### src/rtl/display_pkg.sv
// Shared display constants and types for the 640x480 character-cell pipeline.
// Cell geometry, colour struct, pipeline latency and timer coordinate widths.
package display_pkg;

    localparam int xbits     = 10;
    localparam int ybits     = 10;
    localparam int COLS      = 40;
    localparam int ROWS      = 30;
    localparam int CELL      = 16;
    localparam int CELL_BITS = $clog2(CELL);
    localparam int PIPE_LAT  = 3;

    typedef struct packed {
        logic [3:0] r;
        logic [3:0] g;
        logic [3:0] b;
    } rgb12_t;

    // Linear cell index; y uses all its bits so off-screen rows simply land past 1199.
    function automatic logic [15:0] cell_index(input logic [xbits-1:0] x,
                                               input logic [ybits-1:0] y,
                                               input int               cols);
        return 16'(y >> CELL_BITS) * 16'(cols) + 16'(x >> CELL_BITS);
    endfunction

endpackage

### src/rtl/vga_char_display_if.sv
// Timer, memory and pin-side signals of the character display.
// slave is the display itself; master is whatever surrounds it (timer, memories, pins).
interface vga_char_display_if
    import display_pkg::*;
#(
    parameter int CHARBITS = 4,
    parameter int SMEM_AW  = 11
);
    logic [xbits-1:0]      x;
    logic [ybits-1:0]      y;
    logic                  activevideo;
    logic                  hsync_in;
    logic                  vsync_in;
    logic [SMEM_AW-1:0]    smem_addr;
    logic [CHARBITS-1:0]   charcode;
    logic [CHARBITS+7:0]   bmem_addr;
    logic [11:0]           bmem_color;
    logic [3:0]            red;
    logic [3:0]            green;
    logic [3:0]            blue;
    logic                  hsync;
    logic                  vsync;

    modport slave (
        input  x, y, activevideo, hsync_in, vsync_in, charcode, bmem_color,
        output smem_addr, bmem_addr, red, green, blue, hsync, vsync
    );

    modport master (
        output x, y, activevideo, hsync_in, vsync_in, charcode, bmem_color,
        input  smem_addr, bmem_addr, red, green, blue, hsync, vsync
    );
endinterface

### src/rtl/sync_delay.sv
// Fixed-depth shift register for side-band bits (syncs, activevideo).
// Latency DEPTH clocks; no backpressure, shifts every clock; resets to RST_VAL.
module sync_delay #(
    parameter int               DEPTH   = 3,
    parameter int               WIDTH   = 1,
    parameter logic [WIDTH-1:0] RST_VAL = {WIDTH{1'b1}}
) (
    input  logic             clk,
    input  logic             reset,
    input  logic [WIDTH-1:0] d,
    output logic [WIDTH-1:0] q
);
    logic [WIDTH-1:0] pipe [DEPTH];

    always_ff @(posedge clk or posedge reset) begin
        if (reset) begin
            for (int i = 0; i < DEPTH; i++) pipe[i] <= RST_VAL;
        end else begin
            pipe[0] <= d;
            for (int i = 1; i < DEPTH; i++) pipe[i] <= pipe[i-1];
        end
    end

    assign q = pipe[DEPTH-1];
endmodule

### src/rtl/vga_char_display.sv
// Character-cell pixel generator: screen lookup, glyph lookup, blanked RGB; 3-clock latency.
// Free-running, no backpressure. Optional blinking cursor inversion under VGA_CURSOR_EN.
module vga_char_display
    import display_pkg::*;
#(
    parameter int COLS     = display_pkg::COLS,
    parameter int ROWS     = display_pkg::ROWS,
    parameter int CHARBITS = 4,
    parameter int SMEM_AW  = 11
) (
    input  logic clk,
    input  logic reset,
`ifdef VGA_CURSOR_EN
    input  logic [5:0] cursor_col,
    input  logic [4:0] cursor_row,
`endif
    vga_char_display_if.slave bus
);
    localparam int CB = CELL_BITS;

    logic [CB-1:0] x1_lo, y1_lo;
    logic          act2;
    logic [1:0]    sync_q;
    rgb12_t        pix;
    rgb12_t        glyph;

    assign glyph = rgb12_t'(bus.bmem_color);

    sync_delay #(.DEPTH(PIPE_LAT), .WIDTH(2), .RST_VAL(2'b11)) u_sync (
        .clk(clk), .reset(reset), .d({bus.hsync_in, bus.vsync_in}), .q(sync_q)
    );

    // activevideo only needs to reach stage 2, where it gates the colour register.
    sync_delay #(.DEPTH(PIPE_LAT-1), .WIDTH(1), .RST_VAL(1'b0)) u_act (
        .clk(clk), .reset(reset), .d(bus.activevideo), .q(act2)
    );

`ifdef VGA_CURSOR_EN
    logic [5:0] col1, row1, col2, row2;
    logic       vs1, vs1_prev;
    logic [5:0] frame_cnt;
    logic       cursor_hit;

    assign cursor_hit = !frame_cnt[5]
                      && (cursor_col < 6'(COLS)) && (cursor_row < 5'(ROWS))
                      && (col2 == cursor_col) && (row2 == {1'b0, cursor_row});

    always_ff @(posedge clk or posedge reset) begin
        if (reset) begin
            col1      <= '0;
            row1      <= '0;
            col2      <= '0;
            row2      <= '0;
            vs1       <= 1'b1;
            vs1_prev  <= 1'b1;
            frame_cnt <= '0;
        end else begin
            col1     <= 6'(bus.x >> CB);
            row1     <= 6'(bus.y >> CB);
            col2     <= col1;
            row2     <= row1;
            vs1      <= bus.vsync_in;
            vs1_prev <= vs1;
            if (vs1_prev && !vs1) frame_cnt <= frame_cnt + 6'd1;
        end
    end
`endif

    always_ff @(posedge clk or posedge reset) begin
        if (reset) begin
            bus.smem_addr <= '0;
            x1_lo         <= '0;
            y1_lo         <= '0;
            bus.bmem_addr <= '0;
            pix           <= '0;
        end else begin
            bus.smem_addr <= SMEM_AW'(cell_index(bus.x, bus.y, COLS));
            x1_lo         <= bus.x[CB-1:0];
            y1_lo         <= bus.y[CB-1:0];
            bus.bmem_addr <= {bus.charcode, y1_lo, x1_lo};
`ifdef VGA_CURSOR_EN
            pix <= !act2 ? '0 : (cursor_hit ? ~glyph : glyph);
`else
            pix <= act2 ? glyph : '0;
`endif
        end
    end

    assign bus.red   = pix.r;
    assign bus.green = pix.g;
    assign bus.blue  = pix.b;
    assign bus.hsync = sync_q[1];
    assign bus.vsync = sync_q[0];
endmodule

### src/flat_wrapper.sv
// flat-port wrapper written by rule: the top's interface ports become plain ports
module vga_char_display_flat import display_pkg::*;
#(
    parameter int COLS     = display_pkg::COLS,
    parameter int ROWS     = display_pkg::ROWS,
    parameter int CHARBITS = 4,
    parameter int SMEM_AW  = 11
)
  (clk, reset, bus_x, bus_y, bus_activevideo, bus_hsync_in, bus_vsync_in, bus_charcode, bus_bmem_color, bus_smem_addr, bus_bmem_addr, bus_red, bus_green, bus_blue, bus_hsync, bus_vsync);
  vga_char_display_if #(.CHARBITS(CHARBITS), .SMEM_AW(SMEM_AW)) bus_i ();
  input  logic clk;
  input  logic reset;
  input wire logic [$bits(bus_i.x)-1:0] bus_x;
  input wire logic [$bits(bus_i.y)-1:0] bus_y;
  input wire logic [$bits(bus_i.activevideo)-1:0] bus_activevideo;
  input wire logic [$bits(bus_i.hsync_in)-1:0] bus_hsync_in;
  input wire logic [$bits(bus_i.vsync_in)-1:0] bus_vsync_in;
  input wire logic [$bits(bus_i.charcode)-1:0] bus_charcode;
  input wire logic [$bits(bus_i.bmem_color)-1:0] bus_bmem_color;
  output wire logic [$bits(bus_i.smem_addr)-1:0] bus_smem_addr;
  output wire logic [$bits(bus_i.bmem_addr)-1:0] bus_bmem_addr;
  output wire logic [$bits(bus_i.red)-1:0] bus_red;
  output wire logic [$bits(bus_i.green)-1:0] bus_green;
  output wire logic [$bits(bus_i.blue)-1:0] bus_blue;
  output wire logic [$bits(bus_i.hsync)-1:0] bus_hsync;
  output wire logic [$bits(bus_i.vsync)-1:0] bus_vsync;
  assign bus_i.x = bus_x;
  assign bus_i.y = bus_y;
  assign bus_i.activevideo = bus_activevideo;
  assign bus_i.hsync_in = bus_hsync_in;
  assign bus_i.vsync_in = bus_vsync_in;
  assign bus_i.charcode = bus_charcode;
  assign bus_i.bmem_color = bus_bmem_color;
  assign bus_smem_addr = bus_i.smem_addr;
  assign bus_bmem_addr = bus_i.bmem_addr;
  assign bus_red = bus_i.red;
  assign bus_green = bus_i.green;
  assign bus_blue = bus_i.blue;
  assign bus_hsync = bus_i.hsync;
  assign bus_vsync = bus_i.vsync;
  vga_char_display #(.COLS(COLS), .ROWS(ROWS), .CHARBITS(CHARBITS), .SMEM_AW(SMEM_AW)) u_core (.clk(clk), .reset(reset), .bus(bus_i));
endmodule
### config.mk
export PLATFORM = sky130hd
export DESIGN_NAME = vga_char_display_flat
export DESIGN_NICKNAME = d
export VERILOG_FILES = /design/src/rtl/display_pkg.sv /design/src/rtl/vga_char_display_if.sv /design/src/rtl/sync_delay.sv /design/src/rtl/vga_char_display.sv /design/src/flat_wrapper.sv
export SDC_FILE = /design/constraint.sdc
export NUM_CORES = 1
export LEC_CHECK = 0
export CAP_MARGIN = 15
export CELL_PAD_IN_SITES_DETAIL_PLACEMENT = 0
export CELL_PAD_IN_SITES_GLOBAL_PLACEMENT = 2
export CORE_MARGIN = 1.5
export CORE_UTILIZATION = 26
export DETAILED_ROUTE_END_ITERATION = 16
export GPL_TIMING_DRIVEN = 0
export PLACE_DENSITY_LB_ADDON = 0.15
export SYNTH_ARGS = -nofsm -noshare
export SYNTH_HDL_FRONTEND = slang
export SYNTH_SLANG_ARGS = --single-unit
### constraint.sdc
create_clock -name clk -period 2.3 [get_ports clk]
set_clock_uncertainty 0.05 [all_clocks]
set_input_delay 0.575 -clock clk [delete_from_list [all_inputs] [get_ports clk]]
set_output_delay 0.575 -clock clk [all_outputs]
set_load 0.02 [all_outputs]
==> results, run 1 <==
- The slowest cell on the critical path is clkdlybuf4s50_1.
- After clock tree synthesis, the setup repair step added 0 buffers.
- The critical path goes through clkdlybuf4s50_1 > ha_1 > ha_4 > nand3_1 > and3_4 > nor4_4 > xnor2_1.
- The commonest cells after synthesis are dfrtp_1 (45), and2_1 (12), ha_1 (11), dfstp_2 (6).
- The leakage dissipation is 0.00118 uW.
- For this run, the number of Yosys warnings is 0.
- The clock-pin slew of the registers on the worst-case setup and hold paths is 0.08 ns.
- The maximum fanout along the worst path is 4.
- The global-route usage over all layers is 0.0987.
- Setup violations remaining at the end of the flow were counted as 0.
- The number of antenna cells inserted is 0.
- Power spread over the standard cell area amounts to 686 mW/mm^2.
- Setup repair after global routing left no endpoint under its margin.
- Of the post-synthesis cell area, the dominant cell type holds 0.656.
- Of the cells placed in the final design, the portion with a size suffix greater than 1 is 0.138.
- The worst-case headroom to the max-slew limit is 0.669.
- STA classifies the critical path startpoint as an input port.
- The clock net in this run drives a total of 51 sinks.
- The endpoint required time on the critical path is 2.46 ns.
- For this run, the post-layout net count is 242.
- Derived from the worst setup path, the maximum achievable clock frequency is 0.450 GHz.
- Pin placement for this block handled 78 I/O pins.
- The count of flip-flops with a built-in enable after synthesis is 0.
- The routed via count divided by cell count is 3.92.
- After layout, the minimum clock period comes to 2.22 ns.
- The CTS buffer count is 5.
- The initial utilization of the core area, before any placement, comes to 0.270.
- Averaged over all synthesized cells, the footprint is 16.7 um^2.
- The share of total power dissipated in the clock network is 0.248.
- The initial antenna violation count was 0.
- The cell area that synthesis handed to floorplanning was 0.00172 mm^2.
- The number of I/O port buffers is 77.
- The y dimension of the die is 84.2 um.
- Yosys mapped the design onto 18 distinct sky130hd cell types.
- The global-route wire length before repair is 5490 um.
- The number of DRC violations after detailed-routing iteration 0 is 3.
- The core region is 0.00635 mm^2.
- The run finished with clean final reports.
- Setup slack on the critical path of the routed design comes to 0.0768 ns.
- The number of filler cells placed in the layout is 570.
- The multi-input combinational cells in the finished layout cover a total of 508 um^2.
- Once detailed placement completed, the half-perimeter wirelength came to 2550 um.
- The total negative slack is 0 ns.
- The share of async-settable or async-resettable flops after synthesis is 1.00.
- Of the total power, the share spent switching nets is 0.253.
- The total count of max-transition violations in the final report came to 0.
- The class of the most critical setup path is input port to flop.
- For this run, the leading register cell type out of synthesis is dfrtp_1.
- The class of the worst hold path is flop to flop.
- The floorplan step defined a die boundary enclosing 0.00709 mm^2.
- The post-route clock period utilization is 0.967.
- The count of placed standard cells in the final layout, fillers left out is 266.
- The slew at the pin closest to its max-slew limit is 0.496 ns.
- The floorplan step set the die width to 84.2 um.
- Across the whole layout, storage elements account for 0.00128 mm^2.
- After detailed routing, the average wire length per cell comes to 12.6 um.
- For this design the total switching power over the nets is 480 uW.
- The leading area contributor after synthesis is dfrtp_1.
- Entering global routing, the biggest net connects 34 pins.
- The clock reaches the later pin of the worst-skew pair after 0.29 ns.
- After routing the design area is 0.00277 mm^2.
- The CTS tree is built.
- The final hold violation count came to 0.
- The root buffer cell chosen for the clock tree is clkbuf_8.
- The worst-case vdd ir drop is 0.363 mV.
- The share of total power dissipated in combinational logic is 0.231.
- The growth of design area from synthesis to finish is 61.2%.
- The count of state elements after synthesis is 51.
- The DRC violation count after routing is 0.
- The sequential cell fraction of total power is 0.521.
- Timing analysis after detailed placement gives a worst setup slack of -0.638 ns.
- The total via count in the routed design is 1044.
- The count of buffering cells on the critical path with inverters included is 1.
- The sequential fraction of the synthesis area is 0.748.
- In this run the remaining antenna-violating nets after routing total 0.
- For this run the aggregate overflow at the end of global routing stands at 0.
- The worst setup path is captured at a flop.
- Buffers inserted to repair hold after CTS numbered 0.
- CTS built an H-tree with a depth of 2.
- The cell area reported after detailed placement is 0.00260 mm^2.
- The max-capacitance violation count is 0.
- The delay contributed by the slowest stage of the critical path is 0.44 ns.
- At the end of the flow the core is filled with cells to 0.435.
- The number of optimization iterations in the first detailed-route pass is 4.
- Yosys attributes the largest share of cell area to dfrtp_1 (66%), dfstp_2 (9.2%), ha_1 (8.0%).
- The number of nets in the synthesized netlist is 157.
- Cell internal power was estimated by the tool at 1420 uW.
- The weighted congestion reported at the end of routability-driven placement is 0.741.
- In this run the core area contains 29 standard-cell rows.
- The largest buffer count on any clock path is 2.
- The total placed cells including tap cells is 258.
- The via count of the first global-routing pass is 1149.
- Data on the critical path arrives at its endpoint at 2.39 ns.
- The most instantiated library cell after synthesis is dfrtp_1.
- The total wire length is 3340 um.
- The cell count after synthesis is 103.
- The cell family with the largest share of critical-path delay is adder cells.
==> layer usage <==
metal  wire length, um  track usage
met1              1390        0.117
met2              1690        0.164
met3               221       0.0285
met4                40       0.0492
met5                 0            0
==> final cells by class <==
type                    count  share of cell area
clock buffers               7              0.0276
well taps                  77              0.0348
flip-flops and latches     51               0.464
inverters                   2             0.00271
multi-input cells          49               0.184
plain buffers               1             0.00136
clock inverters             1             0.00181
repair buffers             78               0.284
==> layout by cell type, fill, tap and decap left out, types with 2 or more instances in the layout <==
cell / synthesis / final
dlygate4sd2_1: 0 / 3
xnor2_1: 3 / 3
ha_4: 0 / 4
and2_1: 12 / 12
nand3_1: 3 / 3
a21oi_1: 5 / 3
a21oi_2: 0 / 2
nor2_1: 2 / 2
clkdlybuf4s50_1: 0 / 72
ha_1: 11 / 7
clkbuf_1: 1 / 3
xor2_1: 5 / 4
dfstp_2: 6 / 6
dfrtp_1: 45 / 45
clkbuf_8: 0 / 5
==> flip-flops by register name, indices dropped and copies added, names as in the netlist, 4 cells and up <==
| register | flops |
|---|---|
| u_core.x1_lo | 4 |
| u_core.bus.blue | 4 |
| u_core.bus.bmem_addr | 12 |
| u_core.bus.smem_addr | 11 |
| u_core.bus.red | 4 |
| u_core.y1_lo | 4 |
| u_core.bus.green | 4 |
| u_core.u_sync.pipe | 4 |
==> repair_timing <==
item / CTS / global route
pin swaps: 5 / 5
resized for setup: 11 / 8
setup endpoints to repair: 3 / 1
hold endpoints to repair: 0 / 0
==> per-stage QoR <==
| step | power, uW | hold WS, ns |
|---|---|---|
| 6_report | 1900 | 0.301 |
| 5_1_grt | 2010 | 0.318 |
| 4_1_cts | 1920 | 0.305 |
| 3_5_place_dp | 1420 | 0.285 |
| 3_3_place_gp | 1410 | 0.281 |
| 2_1_floorplan | 1190 | 0.281 |
==> power groups by stage <==
| stage | Combinational [uW] | Sequential, uW | Clock, uW |
|---|---|---|---|
| 4_1_cts | 425 | 989 | 505 |
| 2_1_floorplan | 109 | 1080 | 0 |
| 3_5_place_dp | 413 | 1010 | 0 |
| 6_report | 439 | 988 | 470 |
| 5_1_grt | 474 | 995 | 541 |
| 3_3_place_gp | 406 | 1010 | 0 |
==> cells by family after synthesis <==
family          count (synthesis)  share of synthesized area
simple gates                   21                     0.0766
buf+inv                         3                    0.00656
flops                          51                      0.748
xor+xnor                        8                     0.0408
compound gates                  7                     0.0241
fa+ha+maj                      13                      0.104
==> worst paths after layout <==
kind / startpoint / end / slack (ns) / cells past startpoint
setup / recovery: bus_y[9] / u_core.bus.smem_addr[10] / 0.08 / 7
hold / removal: u_core.x1_lo[1] / u_core.bus.bmem_addr[1] / 0.30 / 0
setup reg to reg: u_core.u_act.q / u_core.bus.green[3] / 1.40 / 2
hold reg to reg: u_core.x1_lo[1] / u_core.bus.bmem_addr[1] / 0.30 / 0
max in group asynchronous: reset / u_core.u_sync.q[1] / 1.08 / 3
min in group asynchronous: reset / u_core.bus.bmem_addr[0] / 0.54 / 2
Note: power is estimated with default switching activity, not from simulation.
==> inputs of run 2 (changes only) <==
Settings changed: CAP_MARGIN 15 to unset.
==> results of run 2 <==
The final DEF is identical to that of run 1; final timing and power are the same.
